<file path="src/rtl/formant_dp_pkg.sv">
// formant_dp_pkg: shared cost/index types, FSM states and saturating add for the formant DP sweep
package formant_dp_pkg;
  localparam int COST_W = 32;
  localparam int I_DEF = 160;
  localparam int JW = $clog2(I_DEF) + 1;
  typedef logic [COST_W-1:0] cost_t;
  localparam cost_t COST_INF = '1;
  typedef logic signed [JW-1:0] jidx_t;
  typedef enum logic [2:0] {S_IDLE, S_SETUP, S_SWEEP, S_DRAIN, S_EMIT} state_t;
  // INF is absorbing; a carry out of the top bit also saturates to INF
  function automatic cost_t sat_add(cost_t a, cost_t b);
    logic [COST_W:0] s;
    s = {1'b0, a} + {1'b0, b};
    return (a == COST_INF || b == COST_INF || s[COST_W]) ? COST_INF : s[COST_W-1:0];
  endfunction
endpackage

</file>
<file path="src/rtl/dp_min_acc.sv">
// dp_min_acc: running minimum with backpointer; strict compare keeps the earliest j on ties
module dp_min_acc
  import formant_dp_pkg::*;
(
  input  logic  clk_in,
  input  logic  rst_in,
  input  logic  clr_i,
  input  logic  upd_i,
  input  cost_t cand_i,
  input  jidx_t j_i,
  output cost_t acc_o,
  output jidx_t b_o
);
  cost_t acc_q, acc_d;
  jidx_t b_q, b_d;
  logic  take;
  // next value: clear wins, otherwise take a strictly smaller candidate
  always_comb begin
    take  = upd_i && (cand_i < acc_q);
    acc_d = clr_i ? COST_INF : take ? cand_i : acc_q;
    b_d   = clr_i ? '1 : take ? j_i : b_q;
  end
  assign acc_o = acc_d;
  assign b_o   = b_d;
  // state register
  always_ff @(posedge clk_in) begin
    if (rst_in) begin
      acc_q <= COST_INF;
      b_q   <= '1;
    end else begin
      acc_q <= acc_d;
      b_q   <= b_d;
    end
  end
endmodule

</file>
<file path="src/rtl/formant_dp_sweep.sv">
// formant_dp_sweep: per-frame formant DP min-search over j for k = 1..K_eff with external latency-READ_LAT memories
module formant_dp_sweep
  import formant_dp_pkg::*;
#(
  parameter int BIT_WIDTH = COST_W,
  parameter int I         = I_DEF,
  parameter int FORMANTS  = 5,
  parameter int READ_LAT  = 2,
  parameter bit PEN_EN    = 1'b0
)(
  input  logic                           clk_in,
  input  logic                           rst_in,
  input  logic                           begin_iter,
  input  logic [$clog2(I)-1:0]           i,
  input  logic [$clog2(FORMANTS+1)-1:0]  n_formants,
  input  logic [BIT_WIDTH-1:0]           trans_pen,
  input  logic [BIT_WIDTH-1:0]           e_prev,
  input  logic [BIT_WIDTH-1:0]           f_prev,
  output logic                           req_valid,
  output logic [$clog2(FORMANTS+1)-1:0]  k_req,
  output logic [$clog2(I):0]             j_req,
  output logic                           busy,
  output logic                           output_valid,
  output logic [$clog2(FORMANTS+1)-1:0]  k_write,
  output logic [BIT_WIDTH-1:0]           f_data,
  output logic [$clog2(I):0]             b_data,
  output logic                           iter_done
);
  localparam int KW = $clog2(FORMANTS + 1);
  localparam int IW = $clog2(I);
  state_t            state_q;
  logic [IW-1:0]     i_q;
  logic [KW-1:0]     k_q, kmax_q, kmax_d, nf_eff;
  logic [IW:0]       i_p1;
  cost_t             pen_q, cand, acc_nx;
  jidx_t             jlast, jr, b_nx;
  logic              req_valid_q, busy_q, output_valid_q, iter_done_q;
  logic [KW-1:0]     k_req_q, k_write_q;
  jidx_t             j_req_q, b_data_q;
  cost_t             f_data_q;
  logic [READ_LAT-1:0] pv_q, pl_q;
  jidx_t             pj_q [READ_LAT];
  // K_eff = min(max(n_formants,1), i+1); last j of a sweep is i-1
  always_comb begin
    nf_eff = (n_formants == '0) ? KW'(1) : n_formants;
    i_p1   = {1'b0, i} + (IW+1)'(1);
    kmax_d = (i_p1 < (IW+1)'(nf_eff)) ? KW'(i_p1) : nf_eff;
    jlast  = jidx_t'(i_q) - jidx_t'(1);
  end
  // candidate for the response leaving the read pipeline; F(0,-1)=0 and F(0,j>=0)=INF
  always_comb begin
    jr   = pj_q[READ_LAT-1];
    cand = jr[JW-1] ? ((k_q == KW'(1)) ? e_prev : COST_INF)
         : (k_q == KW'(1)) ? COST_INF
         : sat_add(sat_add(e_prev, f_prev), PEN_EN ? pen_q : '0);
  end
  dp_min_acc u_acc (
    .clk_in (clk_in),
    .rst_in (rst_in),
    .clr_i  (state_q == S_SETUP),
    .upd_i  (pv_q[READ_LAT-1]),
    .cand_i (cand),
    .j_i    (jr),
    .acc_o  (acc_nx),
    .b_o    (b_nx)
  );
  // request tracking pipeline matching the memory read latency
  always_ff @(posedge clk_in) begin
    for (int n = READ_LAT - 1; n > 0; n--) begin
      pv_q[n] <= pv_q[n-1];
      pl_q[n] <= pl_q[n-1];
      pj_q[n] <= pj_q[n-1];
    end
    pv_q[0] <= req_valid_q;
    pl_q[0] <= (j_req_q == jlast);
    pj_q[0] <= j_req_q;
    if (rst_in) pv_q <= '0;
  end
  // control FSM with registered outputs; results load from the accumulator's next value on entry to EMIT
  always_ff @(posedge clk_in) begin
    if (rst_in) begin
      state_q        <= S_IDLE;
      i_q            <= '0;
      k_q            <= '0;
      kmax_q         <= '0;
      pen_q          <= '0;
      req_valid_q    <= 1'b0;
      k_req_q        <= '0;
      j_req_q        <= '0;
      busy_q         <= 1'b0;
      output_valid_q <= 1'b0;
      k_write_q      <= '0;
      f_data_q       <= '0;
      b_data_q       <= '0;
      iter_done_q    <= 1'b0;
    end else begin
      output_valid_q <= 1'b0;
      iter_done_q    <= 1'b0;
      case (state_q)
        S_IDLE: if (begin_iter) begin
          i_q     <= i;
          kmax_q  <= kmax_d;
          pen_q   <= trans_pen;
          k_q     <= KW'(1);
          busy_q  <= 1'b1;
          state_q <= S_SETUP;
        end
        S_SETUP: begin
          req_valid_q <= 1'b1;
          k_req_q     <= k_q;
          j_req_q     <= jidx_t'(k_q) - jidx_t'(2);
          state_q     <= S_SWEEP;
        end
        S_SWEEP: if (j_req_q == jlast) begin
          req_valid_q <= 1'b0;
          state_q     <= S_DRAIN;
        end else begin
          j_req_q <= j_req_q + jidx_t'(1);
        end
        S_DRAIN: if (pv_q[READ_LAT-1] && pl_q[READ_LAT-1]) begin
          output_valid_q <= 1'b1;
          k_write_q      <= k_q;
          f_data_q       <= acc_nx;
          b_data_q       <= b_nx;
          iter_done_q    <= (k_q == kmax_q);
          state_q        <= S_EMIT;
        end
        S_EMIT: if (k_q == kmax_q) begin
          busy_q  <= 1'b0;
          state_q <= S_IDLE;
        end else begin
          k_q     <= k_q + KW'(1);
          state_q <= S_SETUP;
        end
        default: state_q <= S_IDLE;
      endcase
    end
  end
  assign req_valid    = req_valid_q;
  assign k_req        = k_req_q;
  assign j_req        = j_req_q;
  assign busy         = busy_q;
  assign output_valid = output_valid_q;
  assign k_write      = k_write_q;
  assign f_data       = f_data_q;
  assign b_data       = b_data_q;
  assign iter_done    = iter_done_q;
endmodule

</file>
<file path="config.mk">
export PLATFORM = sky130hd
export DESIGN_NAME = formant_dp_sweep
export DESIGN_NICKNAME = d
export VERILOG_FILES = /design/src/rtl/formant_dp_pkg.sv /design/src/rtl/dp_min_acc.sv /design/src/rtl/formant_dp_sweep.sv
export SDC_FILE = /design/constraint.sdc
export NUM_CORES = 1
export LEC_CHECK = 0
export ABC_AREA = 1
export CAP_MARGIN = 10
export CORE_UTILIZATION = 55
export DETAILED_ROUTE_END_ITERATION = 7
export PLACE_DENSITY = 0.87
export REMOVE_ABC_BUFFERS = 1
export SYNTH_ARGS = -nofsm -noshare
export SYNTH_HDL_FRONTEND = slang
export SYNTH_SLANG_ARGS = --single-unit
</file>
<file path="constraint.sdc">
create_clock -name clk_in -period 10.87 [get_ports clk_in]
set_input_delay 1.087 -clock clk_in [delete_from_list [all_inputs] [get_ports clk_in]]
set_output_delay 1.087 -clock clk_in [all_outputs]
set_load 0.1 [all_outputs]
</file>
==> results.md <==
- Number of buffers inserted to repair setup after CTS: 0
- Highest-count cells in the layout ignoring fill and taps: sky130_fd_sc_hd__nand2_1, sky130_fd_sc_hd__nor2_1, sky130_fd_sc_hd__inv_1, sky130_fd_sc_hd__dfxtp_1, sky130_fd_sc_hd__clkdlybuf4s50_1
- Reg2reg end: f_data[13]
- Vias after detailed routing: 9374
- Leak pwr: 5.24 nW
- Total clock buffers created by CTS: 17
- CP Max Fanout: 41
- NumNets Final: 1621
- Startpoint type of the worst setup path: input port
- Max stage delay cell, worst path: sky130_fd_sc_hd__nand2_1
- Post-synthesis sequential element count: 140
- Antenna-violating nets left: 0
- Register clock-pin slew on the reported worst setup and hold paths: 0.06 ns
- Number of enable-type register cells in the synthesized netlist: 0
- Worst-case headroom to the max-slew limit: 0.308
- Core area: 16100 um2
- H-Tree Depth: 4
- Sequential element share of the synthesized area: 0.306
- Width of the die: 131 um
- Number of different library cells in the post-synthesis netlist: 51
- FFs w/ async S/R, synth: 0
- Total power divided by cell area: 194 nW/um2
- Die H: 131 um
- Delay of the slowest cell on the worst path: 0.54 ns
- Global route overflow: 0
- Fin. Hold Viols: 0
- Type of the worst setup path: input port to flip-flop
- Resized cells post-CTS: 0
- Layout area overhead: 22.2%
- Cell Rows: 46
- Internal power consumption: 1.27 mW
- Post-layout instance count excluding filler cells: 1666
- Total placed cells including tap cells: 1636
- Share of the clock period used by the worst path: 0.591
- Post-synthesis cell count: 1333
- Outcome: finished clean
- Class of the most critical hold timing path: flip-flop to flip-flop
- DRC marker count from the first detailed-route iteration: 660
- Worst min-delay path startpoint: pj_q[0][5]
- Critical Path End Type: flip-flop
- Cell count of the worst hold path: 0
- Main synth FF type: sky130_fd_sc_hd__dfxtp_1
- WHS Endpoint: pj_q[0][14]
- Post-DP HPWL: 18.6 mm
- Clk Latency, worst-skew pair: 0.43 ns
- Setup repair after global routing missed its margin: false
- Sequential share of power: 0.302
- Mean area per synthesized cell: 6.86 um2
- Max Buffers Root-to-Sink: 2
- Clock root buffer: sky130_fd_sc_hd__clkbuf_16
- CTS tree: yes
- Detailed-route wire length per cell: 15.6 um
- Total power: 2.17 mW
- Number of buffer cells added on primary ports: 137
- Antenna violations before repair: 0
- Transition time at the pin with the least slew margin: 1.03 ns
- Total inserted antenna cells: 0
- Placer Congestion: 0.919
- Starting density of the core: 0.570
- Total Die Area: 17200 um2
- Io pins: 170
- Final Critical Period: 6.43 ns
- Buf/Inv on CP: 5
- Vias in the first global route: 8753
- Number of hold buffers added after CTS: 0
- Switching part of the total: 0.418
- Worst EP arrival: 6.75 ns
- Wire length of the first global-routing pass: 41.6 mm
- Post-Route Setup TNS: 0 ns
- Cell family with the largest share of critical-path delay: simple AND/OR/NAND/NOR gates
- Max Clock Skew: 0.00999 ns
- Post-synthesis instance area: 9150 um2
- Sw power: 0.907 mW
- Layout cell share with drive strength beyond 1: 0.0586
- Launching element of the worst setup path: e_prev[0]
- Residual DRC count: 0
- Number of max-slew violations in the final report: 0
- First drt pass iteration count: 5
- GRT Util Overall: 0.310
- Worst flop-to-flop path startpoint: k_q[1]
- Worst-case register-to-register setup slack: 5.82 ns
- Largest net degree at the start of global routing: 69
- Portion of total power attributed to the clock network: 0.284
- Number of warnings issued by yosys: 0
- Count of maximum capacitance violations: 0
- Endpoints failing setup: 0
- Most common library cell in the layout ignoring fill and taps: sky130_fd_sc_hd__nand2_1
- Required time of the worst setup path: 11.20 ns
- Count of clock tree sinks: 140
- Achievable frequency: 156 MHz
- Reg2Reg Depth: 21
- Most used cell, CP: sky130_fd_sc_hd__nand2_1
- Portion of total power attributed to combinational logic: 0.413
- Via-to-Cell Ratio: 5.63
- Wirelength, routed: 25.9 mm
- IR drop worst, VDD: 0.182 mV
-- stage by stage --
step                hold slack [ns]   util  setup slack [ns]  area (um2)
detailed placement            0.312  0.658              4.13       10600
floorplan                     0.310      -              5.38        8870
CTS                           0.325  0.697              4.54       11200
global route                  0.330  0.697              3.92       11200
global placement              0.310  0.658              4.17       10600
finish                        0.325  0.697              4.44       11200
-- cell type report --
| cell class | count | area (um2) |
|---|---|---|
| multi-input combinational | 957 | 5400 |
| fill | 1299 | 4870 |
| sequential | 140 | 2800 |
| timing repair buffer | 143 | 1410 |
| inverter | 180 | 676 |
| clock buffer | 18 | 439 |
| tap | 216 | 270 |
| clock inverter | 12 | 184 |
-- state kept, by name, indices dropped and copies added, names as in the netlist, 2 cells and up --
name and count:
b_data 9, u_acc.acc_q 32, pv_q 2, k_q 3, k_req 3, i_q 8, pl_q 2, kmax_q 3
state_q 3, u_acc.b_q 9, k_write 3, f_data 32, pj_q 18, j_req 9
-- cells by family after synthesis --
family | Yosys count | synth area share
AND/OR/NAND/NOR | 638 | 0.314
XOR/XNOR | 41 | 0.0392
buffers and inverters | 236 | 0.105
AO/OA/AOI/OAI | 206 | 0.137
adder cells (fa/ha/maj) | 72 | 0.0993
flip-flops | 140 | 0.306
-- per-layer routing --
layer,track usage,vias to the layer above,wire length [um]
li1,-,4660,-
met4,0.107,0,602
met3,0.0680,52,1860
met2,0.528,338,12300
met1,0.386,4324,11200
met5,0,-,0
-- worst reg2reg max path, delay by kind of cell (launching register included) --
| kind | cells | cell delay (ns) |
|---|---|---|
| fa+ha+maj | 2 | 0.50 |
| buf+inv | 5 | 1.34 |
| compound gates | 6 | 1.02 |
| flops | 1 | 0.42 |
| simple gates | 8 | 1.65 |
-- synthesized netlist by cell type, types with 3 or more instances --
cell                        count  share of area
sky130_fd_sc_hd__a21boi_0       4         0.0033
sky130_fd_sc_hd__a211oi_1       5         0.0041
sky130_fd_sc_hd__o2111ai_1      3         0.0029
sky130_fd_sc_hd__a31oi_1       12         0.0082
sky130_fd_sc_hd__o21ai_0       57          0.031
sky130_fd_sc_hd__nand4_1       91          0.062
sky130_fd_sc_hd__nor2_1       189          0.078
sky130_fd_sc_hd__dfxtp_1      140           0.31
sky130_fd_sc_hd__o32ai_1       13          0.012
sky130_fd_sc_hd__buf_2          3         0.0016
sky130_fd_sc_hd__buf_4          3         0.0025
sky130_fd_sc_hd__o21bai_1       6         0.0049
sky130_fd_sc_hd__nand2_1      237          0.097
sky130_fd_sc_hd__xnor2_1       15          0.014
sky130_fd_sc_hd__ha_1          71          0.097
sky130_fd_sc_hd__inv_1        179          0.073
sky130_fd_sc_hd__o32a_1         7         0.0077
sky130_fd_sc_hd__nor3_1        11         0.0060
sky130_fd_sc_hd__buf_1          5         0.0021
sky130_fd_sc_hd__clkbuf_1      41          0.017
sky130_fd_sc_hd__nand2_2       34          0.023
sky130_fd_sc_hd__nor2_2         3         0.0021
sky130_fd_sc_hd__a21oi_1       75          0.041
sky130_fd_sc_hd__o21a_1         3         0.0025
sky130_fd_sc_hd__o211ai_1       4         0.0033
sky130_fd_sc_hd__buf_12         3         0.0066
sky130_fd_sc_hd__nand3_1       58          0.032
sky130_fd_sc_hd__xor2_1        26          0.025
-- power by group through the flow --
stage	Sequential [mW]	Combinational, mW	Clock, mW
2_1_floorplan	0.785	0.511	0
3_3_place_gp	0.662	0.853	0
3_5_place_dp	0.665	0.873	0
4_1_cts	0.656	0.888	0.621
5_1_grt	0.667	0.987	0.645
6_report	0.657	0.898	0.618
-- worst max path at each step --
stage / slack [ns] / to / depth (start not counted)
floorplan: 5.38 / b_data[3] / 22
global placement: 4.17 / f_data[13] / 28
detailed placement: 4.13 / f_data[13] / 28
CTS: 4.54 / f_data[13] / 28
global route: 3.92 / f_data[13] / 28
finish: 4.44 / f_data[13] / 28
Power figures use the tool's default switching activity.
